File: config.mk
export PLATFORM = sky130hd
export DESIGN_NAME = cpc_bus_sequencer
export DESIGN_NICKNAME = d
export VERILOG_FILES = /design/src/rtl/cpc_bus_sequencer.sv
export SDC_FILE = /design/constraint.sdc
export NUM_CORES = 1
export LEC_CHECK = 0
export BUFFER_PORTS_ARGS = -buffer_cell sky130_fd_sc_hd__buf_2
export CORE_MARGIN = 4
export CORE_UTILIZATION = 45
export CTS_BUF_LIST = sky130_fd_sc_hd__clkbuf_4 sky130_fd_sc_hd__clkbuf_8
export DETAILED_ROUTE_END_ITERATION = 7
export GPL_ROUTABILITY_DRIVEN = 0
export GPL_TIMING_DRIVEN = 0
export PLACE_DENSITY = 0.69
export SYNTH_ARGS = -nofsm -noshare
export SYNTH_HDL_FRONTEND = slang
export SYNTH_SLANG_ARGS = --single-unit
export TNS_END_PERCENT = 50
File: constraint.sdc
create_clock -name clk -period 5.7 [get_ports clk]
set_input_delay 1.14 -clock clk [delete_from_list [all_inputs] [get_ports clk]]
set_output_delay 1.14 -clock clk [all_outputs]
set_load 0.1 [all_outputs]
File: src/rtl/cpc_bus_sequencer.sv
// CPC bus-cycle sequencer: bus phase counter with resync, Z80 wait generation,
// CRTC/PSG clock enables, round-robin DMA slot arbitration and a saturating
// wait-state counter.
module cpc_bus_sequencer #(
  parameter int unsigned PHASES    = 4,
  parameter int unsigned CPU_PHASE = 0,
  parameter int unsigned DMA_PHASE = 2,
  parameter int unsigned DMA_CH    = 3,
  parameter int unsigned PW        = $clog2(PHASES)
) (
  input  logic              clk,
  input  logic              reset_n,
  input  logic              ce_p,
  input  logic              ce_n,
  input  logic              resync,
  input  logic              no_wait,
  input  logic              mreq_n,
  input  logic              iorq_n,
  output logic [PW-1:0]     phase,
  output logic              cpu_wait_n,
  output logic              crtc_ce,
  output logic              psg_ce,
  input  logic [DMA_CH-1:0] dma_req,
  output logic [DMA_CH-1:0] dma_grant,
  output logic [DMA_CH-1:0] dma_done,
  input  logic              wait_clr,
  output logic [15:0]       wait_cnt
);

  localparam int unsigned    CW     = (DMA_CH > 1) ? $clog2(DMA_CH) : 1;
  localparam logic [PW-1:0]  LAST_P = PW'(PHASES - 1);
  localparam logic [PW-1:0]  CPU_P  = PW'(CPU_PHASE);
  localparam logic [PW-1:0]  DMA_P  = PW'(DMA_PHASE);

  logic [PW-1:0]     phase_q, phase_d;
  logic              resync_pend_q, resync_pend_d;
  logic [DMA_CH-1:0] grant_q, grant_d;
  logic [DMA_CH-1:0] done_q, done_d;
  logic [CW-1:0]     rr_q, rr_d;
  logic [15:0]       wcnt_q, wcnt_d;
  logic              wait_n;
  logic              found;
  logic [CW-1:0]     idx;

  assign wait_n     = (phase_q == CPU_P) | (mreq_n & iorq_n) | no_wait;
  assign cpu_wait_n = wait_n;
  assign crtc_ce    = ce_p & (phase_q == CPU_P);
  assign psg_ce     = ce_n & (phase_q == CPU_P);
  assign phase      = phase_q;
  assign dma_grant  = grant_q;
  assign dma_done   = done_q;
  assign wait_cnt   = wcnt_q;

  // Phase advance on ce_p; a pending or simultaneous resync forces phase 0.
  always_comb begin
    phase_d       = phase_q;
    resync_pend_d = resync_pend_q | resync;
    if (ce_p) begin
      resync_pend_d = 1'b0;
      if (resync_pend_q | resync) begin
        phase_d = '0;
      end else if (phase_q == LAST_P) begin
        phase_d = '0;
      end else begin
        phase_d = phase_q + 1'b1;
      end
    end
  end

  // DMA slot: close the slot on the ce_p leaving DMA_PHASE, then arbitrate
  // round robin from rr_q if the same edge enters DMA_PHASE.
  always_comb begin
    grant_d = grant_q;
    done_d  = '0;
    rr_d    = rr_q;
    found   = 1'b0;
    idx     = '0;
    if (ce_p) begin
      if (phase_q == DMA_P) begin
        grant_d = '0;
        done_d  = grant_q;
      end
      if (phase_d == DMA_P) begin
        grant_d = '0;
        for (int unsigned i = 0; i < DMA_CH; i++) begin
          idx = CW'((32'(rr_q) + i) % DMA_CH);
          if (!found && dma_req[idx]) begin
            found        = 1'b1;
            grant_d      = '0;
            grant_d[idx] = 1'b1;
            rr_d         = CW'((32'(idx) + 1) % DMA_CH);
          end
        end
      end
    end
  end

  // Saturating count of stalled ce_p cycles; clear has priority.
  always_comb begin
    wcnt_d = wcnt_q;
    if (wait_clr) begin
      wcnt_d = '0;
    end else if (ce_p && !wait_n && (wcnt_q != 16'hFFFF)) begin
      wcnt_d = wcnt_q + 16'd1;
    end
  end

  // State registers with synchronous active-low reset.
  always_ff @(posedge clk) begin
    if (!reset_n) begin
      phase_q       <= '0;
      resync_pend_q <= 1'b0;
      grant_q       <= '0;
      done_q        <= '0;
      rr_q          <= '0;
      wcnt_q        <= '0;
    end else begin
      phase_q       <= phase_d;
      resync_pend_q <= resync_pend_d;
      grant_q       <= grant_d;
      done_q        <= done_d;
      rr_q          <= rr_d;
      wcnt_q        <= wcnt_d;
    end
  end

endmodule
=== After elaboration in Yosys (flattened, before gate mapping) ===
Cells that the tools add are included.

* Add/subtract/negate cells: 7
* Muxes and demuxes: 29
* Magnitude comparators: 6
* Div/mod/pow operators: 6
* Bitwise gates (word level): 7
* Reductions and logical operators: 18
* Equality and inequality tests: 4

{| class="wikitable"
|+ Operators with widths
! kind !! number
|-
| $mod 32x2->32 const B || 5
|-
| $mod 2x2->32 const B || 1
|-
| $add 16x1->16 const B || 1
|-
| $ne 16x16->1 const B || 1
|-
| $mux 3 || 5
|-
| $add 2x1->3 const B || 4
|-
| $mux 1 || 12
|-
| $mux 2 || 6
|-
| $lt 2x3->1 const B || 3
|-
| $logic_and 1x1->1 || 7
|-
| $bmux 1 s2 || 3
|-
| $demux 1 s2 || 3
|-
| $eq 2x2->1 const B || 3
|-
| $ge 2x1->1 const B || 3
|-
| $reduce_and 3->1 || 2
|-
| $reduce_or 2->1 || 2
|-
| $add 2x2->3 const B || 1
|-
| $and 1x1->1 || 3
|-
| $logic_not 1->1 || 3
|-
| $or 1x1->1 || 3
|-
| $reduce_bool 3->1 || 1
|-
| $add 2x1->2 const B || 1
|-
| $logic_not 2->1 || 1
|-
| $reduce_and 2->1 || 1
|-
| 2 further kinds || 2
|}

* Bits of input ports: 12
* Register bits after elaboration: 27
* Word-level logic and storage cells: 83
* Output and inout bits: 27

=== Logic depth before layout (Yosys ltp) ===
* Depth in word-level cells: 16
* Gate-level depth with buffers: 11
* Gate-level depth less buffers: 10

=== Worst setup path after synthesis ===
Ideal clock, no wire load.

* Kind: reg-to-output
* From: reg phase_q[0], in the netlist phase[0]
* To: out cpu_wait_n
* Path slack: 2.380 ns
* Cell stages (with the launch flop): 5
* Required time: 4.560 ns
* Buffers on the path: 0
* Arrival: 2.180 ns
* Path through: dfxtp_1 inv_1 ha_1 a211oi_1 inv_1

* Cells in the longest elaborated chain, start to end: 3

{| class="wikitable"
|+ RTL lines
! element !! line !! text
|-
| start: declaration || 35 || <nowiki>logic [PW-1:0] phase_q, phase_d;</nowiki>
|-
| start signal: assignment || 118 || <nowiki>phase_q <= phase_d;</nowiki>
|-
| $logic_not 2->1 || 45 || <nowiki>assign wait_n = (phase_q == CPU_P) | (mreq_n & iorq_n) | no_wait;</nowiki>
|-
| $or 1x1->1 (2 in a row) || 45 ||
|-
| end: declaration || 20 || <nowiki>output logic cpu_wait_n,</nowiki>
|}

Every way passes these cells.

=== Worst setup path in the final report ===
* From: in ce_p
* To: out crtc_ce

* Cells in the longest elaborated chain, start to end: 1

{| class="wikitable"
|+ RTL lines
! element !! line !! text
|-
| start: declaration || 13 || <nowiki>input logic ce_p,</nowiki>
|-
| $and 1x1->1 || 47 || <nowiki>assign crtc_ce = ce_p & (phase_q == CPU_P);</nowiki>
|-
| end: declaration || 21 || <nowiki>output logic crtc_ce,</nowiki>
|}

Every way passes these cells.

==> flow_summary.toml <==
[outcome]
run_status = "finished clean"

[clocking]
cts_resized = 0
cts_buffer_depth = 2
clk_pin_slew_ns = 0.09
clk_latency_ns = 0.27
ctsHtreeMaxLevel = 1
root_buffer = "clkbuf_8"
post-cts-setup-buffers = 0
cts_tree = "done"
cts.sinks = 27
hold_buffers = 0
cts_buffers = 3

[routing]
first_iter_violations = 88
via_per_inst = 5.26
num_vias = 1515
wire_per_inst_um = 12.5
ant_nets = 0
wl_met1_um = 1860
drt_drc_violations_left = 0
drt_first_pass_iters = 4
drt_wl_total_um = 3590
highest_layer = "met4"
wl_met2_um = 1450
wl_met3_um = 248

[logic_synthesis]
yosysWarnings = 0
post_synth_xor_area_fraction = 0.0583
synth_area_leaders = "dfxtp_1 33%, ha_1 6.8%, xnor2_1 5.8%"
yosysUniqueCellTypes = 48
ys.flop_type = "dfxtp_1"
synth_top_area_share = 0.327
postSynthCellCount = 201
synth_compound_area_frac = 0.145
ys_seq_area_frac = 0.327
syn_area_per_cell_um2 = 8.22
synthArstFlopShare = 0
synth_top_family_by_area = "simple AND/OR/NAND/NOR gates"
synth_edf_count = 0
synth_top_area_cell = "dfxtp_1"
syn_area_um2 = 1650
synthesis.nets = 222
synthMuxAreaShare = 0.0242
synthAdderAreaFrac = 0.0682
synth-seq-cells = 27
yosys.area_share.simple = 0.327

[floorplan]
core_um2 = 3440
die_w_um = 68.6
ios = 39
start_util = 0.480
rows = 21
dieArea_um2 = 4700
die-height_um = 68.6

[final_layout]
area_growth_syn_to_layout_pct = 17.5
final_nets = 264
design_area_um2 = 1940
drive_above_1_share = 0.211
diodes = 0

[worst_setup_path]
path_max_fanout = 10
r2r_slack_ns = 3.40
r2r_start = "rr_q[0]$_SDFFE_PN0P_"
worstSetupEndpointType = "output port"
reg2reg_depth = 10
crit_path_start = "ce_p"
cp-start-kind = "input port"
path_class = "input port to output port"
worstSetupEndpoint = "crtc_ce"
cp_data_required_time_ns = 4.56
arrival_ns = 2.16
r2r_end = "rr_q[0]$_SDFFE_PN0P_"

[timing]
post-route-period-util = 0.578
hold_viol = 0
clock-skew-final_ns = 0.00725
tns_ns = 0
finalSetupViolCount = 0
worst_pin_slew_ns = 0.594
clock.fmax_mhz = 303
rsz0062_at_grt = "no"
slew_headroom = 0.601
slew_violations = 0
layout_min_cycle_time_ns = 3.30
timing.final.ws_setup_ns = 2.40

[pwr]
pwr_density_cell_nw_per_um2 = 177
irDropWorstVdd_v = 0.0000965
p_leak_nw = 0.769
report.power.total_uw = 344

[place]
port-buffer-count = 37
hpwl_um = 2740
post_dp_cell_area_um2 = 1890
place_ws_ns = 2.39

[global_routing]
grt-ovfl-total = 0
grt_pass1_vias = 1332
grt_max_degree = 16
grt_pass1_wl_um = 6190
antenna_found_initial = 0
grt_util_all_layers = 0.168

[job]
maxCapViolCount = 0

[min_path]
hp-class = "flip-flop to flip-flop"
[routing by layer]
layer	vias to the layer above	global-route usage
li1	805	-
met1	665	0.252
met2	43	0.247
met3	2	0.0259
met4	0	0.0447
met5	-	0
[cell usage after synthesis (2+ instances only)]
master and number:
nand2_1 17, a21boi_0 2, mux2i_1 4, nor2_1 21, o22ai_1 2, nand3_1 11, a31oi_1 2, buf_2 3
nor4_1 5, o21ai_0 7, clkbuf_1 4, nor3_1 6, and2_1 4, xnor2_1 11, inv_1 12, ha_1 9
dfxtp_1 27, nand2b_1 5, a211oi_1 4, a21oi_1 6, and3_1 3, nor3b_1 4, nand4_1 6, nor4_4 2
[power breakdown]
part	internal, mW	total, mW	switching (mW)
Clock	0.0489	0.107	0.0579
Sequential	0.190	0.190	0.000925
Combinational	0.0132	0.0467	0.0335
[cell families after synthesis]
logic type,after synthesis
simple gates,95
compound gates,35
flops,27
buf+inv,20
xor+xnor,11
fa+ha+maj,9
mux,4
[area by class of cell]
type | instances | area (µm²)
fill | 326 | 1500
multi-input combinational | 154 | 1030
sequential | 27 | 541
timing repair buffer | 37 | 185
tap | 46 | 57.6
inverter | 12 | 45.0
clock buffer | 3 | 41.3
buffer | 8 | 37.5
clock inverter | 1 | 5.00
[worst max-delay path, stage by stage]
cell and delay (ns):
buf_2 0.12, clkbuf_1 0.30, and2_1 0.17, buf_2 0.42
[registers in the layout, summed over array words and instances (netlist names)]
| signal | cells |
|---|---|
| dma_grant | 3 |
| resync_pend_q | 1 |
| phase | 2 |
| dma_done | 3 |
| rr_q | 2 |
| wait_cnt | 16 |
[cells in the final DEF (no fill, tap or decap), drive strengths merged, types with 5 or more instances in the layout]
| cell | count |
|---|---|
| nor4 | 7 |
| nor3 | 6 |
| xnor2 | 11 |
| dfxtp | 27 |
| nand4 | 7 |
| inv | 12 |
| a21oi | 7 |
| nand2 | 18 |
| nand3 | 11 |
| ha | 9 |
| nand2b | 5 |
| o21ai | 8 |
| clkbuf | 8 |
| buf | 40 |
| nor2 | 21 |
[through the flow]
step / util / hold WS, ns / instances
final: 0.564 / 0.497 / 288
after global routing: 0.564 / 0.525 / 288
after CTS: 0.564 / 0.499 / 288
after detailed placement: 0.550 / 0.487 / 284
after global placement: 0.550 / 0.488 / 284
after floorplan: - / 0.468 / 201
[worst min-delay path by stage]
stage	from	to	depth (start not counted)
floorplan	rr_q[1]$_SDFFE_PN0P_	rr_q[1]$_SDFFE_PN0P_	2
global placement	rr_q[0]$_SDFFE_PN0P_	rr_q[0]$_SDFFE_PN0P_	2
detailed placement	dma_grant[2]$_SDFFE_PN0P_	dma_done[2]$_SDFF_PN0_	1
CTS	dma_grant[2]$_SDFFE_PN0P_	dma_done[2]$_SDFF_PN0_	1
global route	dma_grant[1]$_SDFFE_PN0P_	dma_done[1]$_SDFF_PN0_	1
finish	dma_grant[2]$_SDFFE_PN0P_	dma_done[2]$_SDFF_PN0_	1
No activity file was read; power rests on OpenSTA's default activity.
